`src/rtl/mul_pkg.sv`:
```
// Shared types and defaults for the multiply-accumulate frame summer.
// Holds the FSM state encoding and the default frame/accumulator sizes.
// No logic lives here; imported by mul_accum and acc_add.
package mul_pkg;

    typedef enum logic [1:0] {
        IDLE = 2'b00,
        ACC  = 2'b01,
        DONE = 2'b10
    } state_t;

    localparam int FRAME_LEN_DEF = 8;
    localparam int ACC_W_DEF     = 12;
    localparam int PROD_W        = 8;
    // Wide enough to hold a count of 16 products.
    localparam int CNT_W         = 5;

endpackage

```
`src/rtl/mul_accum_acc_add.sv`:
```
// Extends an 8-bit product to ACC_W bits and adds it to the accumulator.
// Purely combinational, zero latency.
// No flow control; the caller decides whether the result is committed.
module acc_add
    import mul_pkg::*;
#(
    parameter int ACC_W     = ACC_W_DEF,
    parameter int SIGNED_IN = 1
) (
    input  logic [ACC_W-1:0]  acc_i,
    input  logic [PROD_W-1:0] prod_i,
    output logic [ACC_W-1:0]  sum_o,
    output logic              ovf_o
);

    logic [ACC_W-1:0] ext;
    logic [ACC_W:0]   full;

    // Extend the product, add with a carry bit, and flag overflow per signedness.
    always_comb begin
        if (SIGNED_IN != 0) begin
            ext = {{(ACC_W-PROD_W){prod_i[PROD_W-1]}}, prod_i};
        end else begin
            ext = {{(ACC_W-PROD_W){1'b0}}, prod_i};
        end
        full  = {1'b0, acc_i} + {1'b0, ext};
        sum_o = full[ACC_W-1:0];
        if (SIGNED_IN != 0) begin
            // Signed overflow: operands agree in sign but the result does not.
            ovf_o = (acc_i[ACC_W-1] == ext[ACC_W-1]) && (sum_o[ACC_W-1] != acc_i[ACC_W-1]);
        end else begin
            ovf_o = full[ACC_W];
        end
    end

endmodule

```
`src/rtl/mul_accum.sv`:
```
// Sums FRAME_LEN multiplier products per frame and presents the sum with an overflow flag.
// Latency 1 cycle: out_valid rises on the edge that accepts the last product of a frame.
// in_ready drops while a sum is pending; a sum is held stable until out_ready takes it.
module mul_accum
    import mul_pkg::*;
#(
    parameter int FRAME_LEN = FRAME_LEN_DEF,
    parameter int ACC_W     = ACC_W_DEF,
    parameter int SIGNED_IN = 1
) (
    input  logic              clk,
    input  logic              rst,
    input  logic              clr,
    input  logic              in_valid,
    input  logic [PROD_W-1:0] in_prod,
    output logic              in_ready,
    output logic              out_valid,
    output logic [ACC_W-1:0]  out_sum,
    output logic              out_ovf,
    input  logic              out_ready
);

    localparam logic [CNT_W-1:0] LAST_CNT = CNT_W'(FRAME_LEN);

    state_t           state_q;
    logic [ACC_W-1:0] acc_q;
    logic [CNT_W-1:0] cnt_q;
    logic [CNT_W-1:0] cnt_d;
    logic             ovf_q;
    logic [ACC_W-1:0] add_sum;
    logic             add_ovf;
    logic             in_xfer;

    // The accumulator is zero in IDLE, so adding to it doubles as the first-product load.
    acc_add #(
        .ACC_W     (ACC_W),
        .SIGNED_IN (SIGNED_IN)
    ) u_acc_add (
        .acc_i  (acc_q),
        .prod_i (in_prod),
        .sum_o  (add_sum),
        .ovf_o  (add_ovf)
    );

    // Handshake decode and next count; outputs come straight from registered state.
    always_comb begin
        in_ready  = (state_q != DONE);
        out_valid = (state_q == DONE);
        out_sum   = acc_q;
        out_ovf   = ovf_q;
        in_xfer   = in_valid && in_ready;
        cnt_d     = cnt_q + 1'b1;
    end

    // Frame FSM: clr beats any transfer; DONE holds until the sum is taken.
    always_ff @(posedge clk or negedge rst) begin
        if (!rst) begin
            state_q <= IDLE;
            acc_q   <= '0;
            cnt_q   <= '0;
            ovf_q   <= 1'b0;
        end else if (clr) begin
            state_q <= IDLE;
            acc_q   <= '0;
            cnt_q   <= '0;
            ovf_q   <= 1'b0;
        end else begin
            case (state_q)
                IDLE: begin
                    if (in_xfer) begin
                        acc_q   <= add_sum;
                        cnt_q   <= CNT_W'(1);
                        ovf_q   <= add_ovf;
                        state_q <= ACC;
                    end
                end
                ACC: begin
                    if (in_xfer) begin
                        acc_q <= add_sum;
                        cnt_q <= cnt_d;
                        ovf_q <= ovf_q | add_ovf;
                        if (cnt_d == LAST_CNT) begin
                            state_q <= DONE;
                        end
                    end
                end
                DONE: begin
                    if (out_ready) begin
                        state_q <= IDLE;
                        acc_q   <= '0;
                        cnt_q   <= '0;
                        ovf_q   <= 1'b0;
                    end
                end
                default: begin
                    state_q <= IDLE;
                    acc_q   <= '0;
                    cnt_q   <= '0;
                    ovf_q   <= 1'b0;
                end
            endcase
        end
    end

endmodule

```
`config.mk`:
```
export PLATFORM = sky130hd
export DESIGN_NAME = mul_accum
export DESIGN_NICKNAME = d
export VERILOG_FILES = /design/src/rtl/mul_pkg.sv /design/src/rtl/mul_accum_acc_add.sv /design/src/rtl/mul_accum.sv
export SDC_FILE = /design/constraint.sdc
export NUM_CORES = 1
export LEC_CHECK = 0
export CAP_MARGIN = 20
export CORE_MARGIN = 8
export CORE_UTILIZATION = 54
export DETAILED_ROUTE_END_ITERATION = 10
export MAX_ROUTING_LAYER = met4
export PLACE_DENSITY_LB_ADDON = 0.05
export SYNTH_ARGS = -nofsm -noshare
export SYNTH_HDL_FRONTEND = slang
export SYNTH_SLANG_ARGS = --single-unit
```
`constraint.sdc`:
```
create_clock -name clk -period 3.6 [get_ports clk]
set_clock_uncertainty 0.15 [all_clocks]
set_input_delay 0.72 -clock clk [delete_from_list [all_inputs] [get_ports clk]]
set_output_delay 0.72 -clock clk [all_outputs]
set_load 0.01 [all_outputs]
```
======== Word level (Yosys, flattened, before mapping) ========
Index checks and enable logic that the tools add are counted.
operators by class
  reductions and logical operators ........ 7
  bitwise operators ....................... 1
  multiply operators ...................... 0
  eq/ne operators ......................... 11
  muxes and demuxes ....................... 20
  $add $sub $neg .......................... 2
  $lt $le $gt $ge ......................... 0
  shift-type cells ........................ 0
  div/mod/pow operators ................... 0
operator list
  operator                                                         count
  12-bit 2-to-1 mux                                                3
  12-bit case mux with 2 select lines                              1
  5-bit 2-to-1 mux                                                 4
  5-bit case mux with 3 select lines                               1
  12-bit adder                                                     1
  2-bit 2-to-1 mux                                                 5
  3-bit != test, second input constant                             3
  2-bit case mux with 3 select lines                               1
  5-bit by 1-bit adder with 5-bit output, second input constant    1
  5-bit by 4-bit == test with 1-bit output, second input constant  1
  1-bit 2-to-1 mux                                                 4
  4-bit AND reduction                                              1
  3-bit by 1-bit != test with 1-bit output, second input constant  1
  3-bit by 2-bit != test with 1-bit output, second input constant  1
  1-bit case mux with 3 select lines                               1
  3-bit AND reduction                                              1
  2-bit by 1-bit == test with 1-bit output, second input constant  1
  2-bit == test, second input constant                             1
  1-bit logical AND                                                2
  2-bit logical NOT                                                1
  2-bit != test, second input constant                             1
  2-bit AND reduction                                              1
  2-bit OR reduction                                               1
  1-bit == test                                                    1
  other kinds (2)                                                  2
storage, ports and cells
  output and inout port bits .............. 15
  logic and storage cells ................. 45
  bits in writable memories ............... 0
  memories kept ........................... 0
  flip-flop bits (word level) ............. 20
  latch bits .............................. 0
  ROM bits ................................ 0

======== Depth between registers and ports, before layout ========
  depth in word-level cells ............... 7
  mapped depth ............................ 8
  gate-level depth less buffers ........... 8

======== Cells and area by module ========
Synthesis repeated with hierarchy kept, for this count alone.
unflattened totals
  cells, all modules ...................... 156
  area, all modules ....................... 1574.0 µm²
modules (own cells, without submodules)
  module     instances  cells an instance  area an instance (µm²)
  mul_accum  1          86                 1043.5
  acc_add    1          70                 530.5

======== Worst setup path before layout ========
Ideal clock, no wire load.
  path type ............................... input port to flip-flop
  from .................................... in in_prod[0]
  to ...................................... reg acc_q[10], in the netlist out_sum[10]
  setup slack ............................. 0.818 ns
  setup time .............................. 0.131 ns
  path buffers ............................ 0
  stages on the path ...................... 8
  arrival time ............................ 2.501 ns
  data required time ...................... 3.319 ns
  cell sequence ........................... ha_1 fa_1 a21o_1 a221o_2 a2111oi_4 o21bai_1 xnor2_1 o21ai_1
between the ends
  cells in the longest elaborated chain, start to end .. 4
ends and longest elaborated chain
  item                                 line                              text
  start: declaration                   mul_accum.sv:15                   input logic [PROD_W-1:0] in_prod,
  12-bit adder                         mul_accum_acc_add.sv:26           full = {1'b0, acc_i} + {1'b0, ext};
  12-bit 2-to-1 mux                    mul_accum.sv:70, mul_accum.sv:78
  12-bit case mux with 2 select lines  mul_accum.sv:68                   case (state_q)
  12-bit 2-to-1 mux                    mul_accum.sv:62                   end else if (clr) begin
  end signal: assignment               mul_accum.sv:71                   acc_q <= add_sum;
  end signal: assignment               mul_accum.sv:79                   acc_q <= add_sum;
  end: declaration                     mul_accum.sv:26                   logic [ACC_W-1:0] acc_q;
No other way between the ends. The select of a mux whose other input is x is not followed.
A chain may end at the register's enable or synchronous reset.

======== Worst setup path in the final report ========
Same ends and word-level chain as after synthesis.

==> out/qor.csv <==
stage,metric,value,unit
floorplan,num rows,18,
route,vias per inst,5.79,
logic_synthesis,post-synth top area share,37.3,%
final_layout,fin cells,201,
pwr,clock share of power,16.2,%
floorplan,Die Span Y,65.9,microns
cts,clk buf depth,2,
worst_setup_path,CP Launch Type,input port,
final_layout,Antenna Cells,0,
global_routing,antenna violations before repair,0,
logic_synthesis,"Net Count, Synth",168,
pwr,Power Total,667,uW
timing,relative slew slack,71.8,%
cts,hold_buf cts,0,
global_routing,wire length of the first global-routing pass,5150,microns
floorplan,Core Region,2410,sq um
timing,Setup TNS,0,ns
floorplan,Initial Util,55.7,%
timing,worst slew pin tran,0.422,ns
cts,Skew-Pair Late Insertion Delay,0.30,ns
timing,Final Hold Viols,0,
placed_design,DP Worst Slack,0.299,ns
final_layout,fin util,69.8,%
pwr,leakage power,0.000766,uW
timing,Final setup viols,0,
logic_synthesis,Synth cell types,37,
placed_design,DP Wirelength,2330,microns
logic_synthesis,Synth area leaders,"dfrtp_1, ha_1, nand2_1, o21ai_1, xor2_1",
pwr,switch share,35.2,%
final_layout,most frequent cells in the layout,"clkdlybuf4s50_1, dfrtp_1, nand2_1, ha_1, o21ai_1",
floorplan,Die Footprint,4340,sq um
logic_synthesis,Mapped Area,1340,sq um
worst_setup_path,Crit. End Element,flop,
flow_run,Max Cap Viol,0,
cts,CTS buffer count,3,
final_layout,Reg area,500,sq um
placed_design,PortBufs,27,
pwr,pwr/cell area,397,nW/um^2
final_layout,"most common cell after layout, fill and taps aside",clkdlybuf4s50_1,
global_routing,global route total overflow,0,
timing,unrepaired setup endpoints after global routing,no,
timing,"Slew Viols, Final",0,
route,TritonRoute pass-1 iters,4,
final_layout,Syn-to-layout area delta,25.3,%
worst_setup_path,Crit path required time,3.64,ns
final_layout,Multi-input gate area,821,sq um
route,DRC viols,0,
pwr,switching power,235,uW
timing,final worst setup slack,0.621,ns
route,initial drt markers,74,
global_routing,vias in the first global route,1107,
logic_synthesis,Post-Synthesis Cells,142,
route,DR vias,1163,
timing,Tmin final,2.98,ns
worst_setup_path,Crit Path Category,input port to flop,
pwr,Seq pwr share,41.4,%
pwr,Int Pwr,432,uW
cts,root buf cell,clkbuf_4,
route,DRT Wirelength,3160,microns
worst_setup_path,WP data arrival,3.02,ns
route,DR WL/cell,15.7,microns
pwr,Gate power share,42.3,%
cts,CTS tree,yes,
cts,clock slew seen by the registers of the worst setup and hold paths,0.11,ns
global_routing,Global Route Usage Sum,15.4,%
floorplan,number of I/O pins,28,
placed_design,placer's final routability congestion estimate,0.823,
global_routing,pin count of the biggest net entering global routing,22,
logic_synthesis,share of the yosys chip area belonging to registers,37.3,%
final_layout,nets@finish,199,
timing,Max Clock Freq,336,MHz
cts,H-tree levels,1,
route,Routed Antenna Nets,0,
cts,CTS sink cnt,20,
final_layout,filler cell count,191,
placed_design,dpl cells,197,
status,status,"finished, final reports clean",
logic_synthesis,Syn Area/Cell,9.45,sq um
floorplan,Die W,65.9,microns
timing,"Period Utilization, post-route",82.8,%
worst_setup_path,worst-path fanout max,3,
pwr,worst vdd ir,0.303,mV
logic_synthesis,Syn. warnings,0,
logic_synthesis,Synth Register Bits,20,
logic_synthesis,post-synth top area cell,dfrtp_1,
min_path,worst hold path type,flop to flop,
cts,# resized after CTS,0,
final_layout,share of cells above drive strength 1,6.43,%
cts,Post-CTS Setup Inserts,0,
[kinds of logic after synthesis]
group / synth area share, %
AO/OA/AOI/OAI: 27.0
XOR/XNOR: 6.52
adder cells (fa/ha/maj): 12.7
buffers and inverters: 1.58
flip-flops: 37.3
AND/OR/NAND/NOR: 14.9
[metal layers]
layer	global-route usage (%)	wire, microns
met1	17.4	1470
met2	26.1	1530
met4	5.99	36
met5	-	0
met3	3.22	123
[path summary, 6_finish.rpt]
check                           start     endpoint  slack (ns)  cells after the start
max                        in_prod[0]  out_sum[10]        0.62                      9
min                        out_sum[5]   out_sum[5]        0.38                      2
max reg2reg                out_sum[0]  out_sum[10]        1.05                      8
min reg2reg                out_sum[5]   out_sum[5]        0.38                      2
max in group asynchronous         rst   out_sum[6]        2.37                      2
min in group asynchronous         rst   out_sum[8]        0.51                      1
[synth_stat cells]
| master | count |
|---|---|
| nor4b_1 | 1 |
| dfrtp_1 | 20 |
| nor2_1 | 8 |
| o21ai_1 | 11 |
| a22o_1 | 3 |
| xnor2_1 | 4 |
| o21a_1 | 1 |
| o2111a_2 | 1 |
| a31oi_1 | 4 |
| o21ai_0 | 9 |
| or4_1 | 1 |
| o211ai_1 | 2 |
| nand4_1 | 3 |
| o31ai_2 | 1 |
| nor3_1 | 2 |
| a211oi_1 | 1 |
| nand2b_1 | 1 |
| a21oi_1 | 7 |
| o21bai_1 | 1 |
| and2_1 | 2 |
| buf_2 | 2 |
| a221o_2 | 1 |
| nand2_1 | 18 |
| a2111oi_4 | 1 |
| inv_1 | 2 |
| nor3_2 | 1 |
| xor2_1 | 6 |
| nor4_1 | 1 |
| fa_1 | 1 |
| a221o_1 | 1 |
| clkbuf_1 | 1 |
| o21bai_2 | 1 |
| o22a_1 | 1 |
| a21o_1 | 6 |
| nand3_1 | 2 |
| ha_1 | 12 |
| and3_1 | 2 |
[critical path, stage by stage]
cell             delay (ns)
clkdlybuf4s50_1        0.42
ha_1                   0.24
fa_1                   0.41
a21o_1                 0.19
a221o_2                0.38
a2111oi_4              0.35
o21bai_1               0.11
xnor2_1                0.13
o21ai_1                0.07
[cell type report]
cell class / count / share of cell area [%]
multi-input cells: 117 / 48.8
inverters: 2 / 0.446
well taps: 30 / 2.23
clock buffers: 3 / 1.34
repair buffers: 29 / 17.4
flip-flops and latches: 20 / 29.8
[flip-flops by register name, summed over array words and instances, names as in the netlist]
name,flops
out_sum,12
cnt_q,5
state_q,2
out_ovf,1
[power by group through the flow]
stage	sequential (uW)	combinational (uW)	clock [uW]
after CTS	276	282	116
after global placement	279	275	0
after detailed placement	280	280	0
final	276	283	108
after global routing	281	308	128
after floorplan	286	170	0
[per-stage QoR]
step / instance area, sq um / hold WS [ns]
floorplan: 1340 / 0.274
global placement: 1640 / 0.348
detailed placement: 1640 / 0.356
CTS: 1670 / 0.385
global route: 1680 / 0.418
finish: 1680 / 0.379
(Power assumes the default switching activity.)
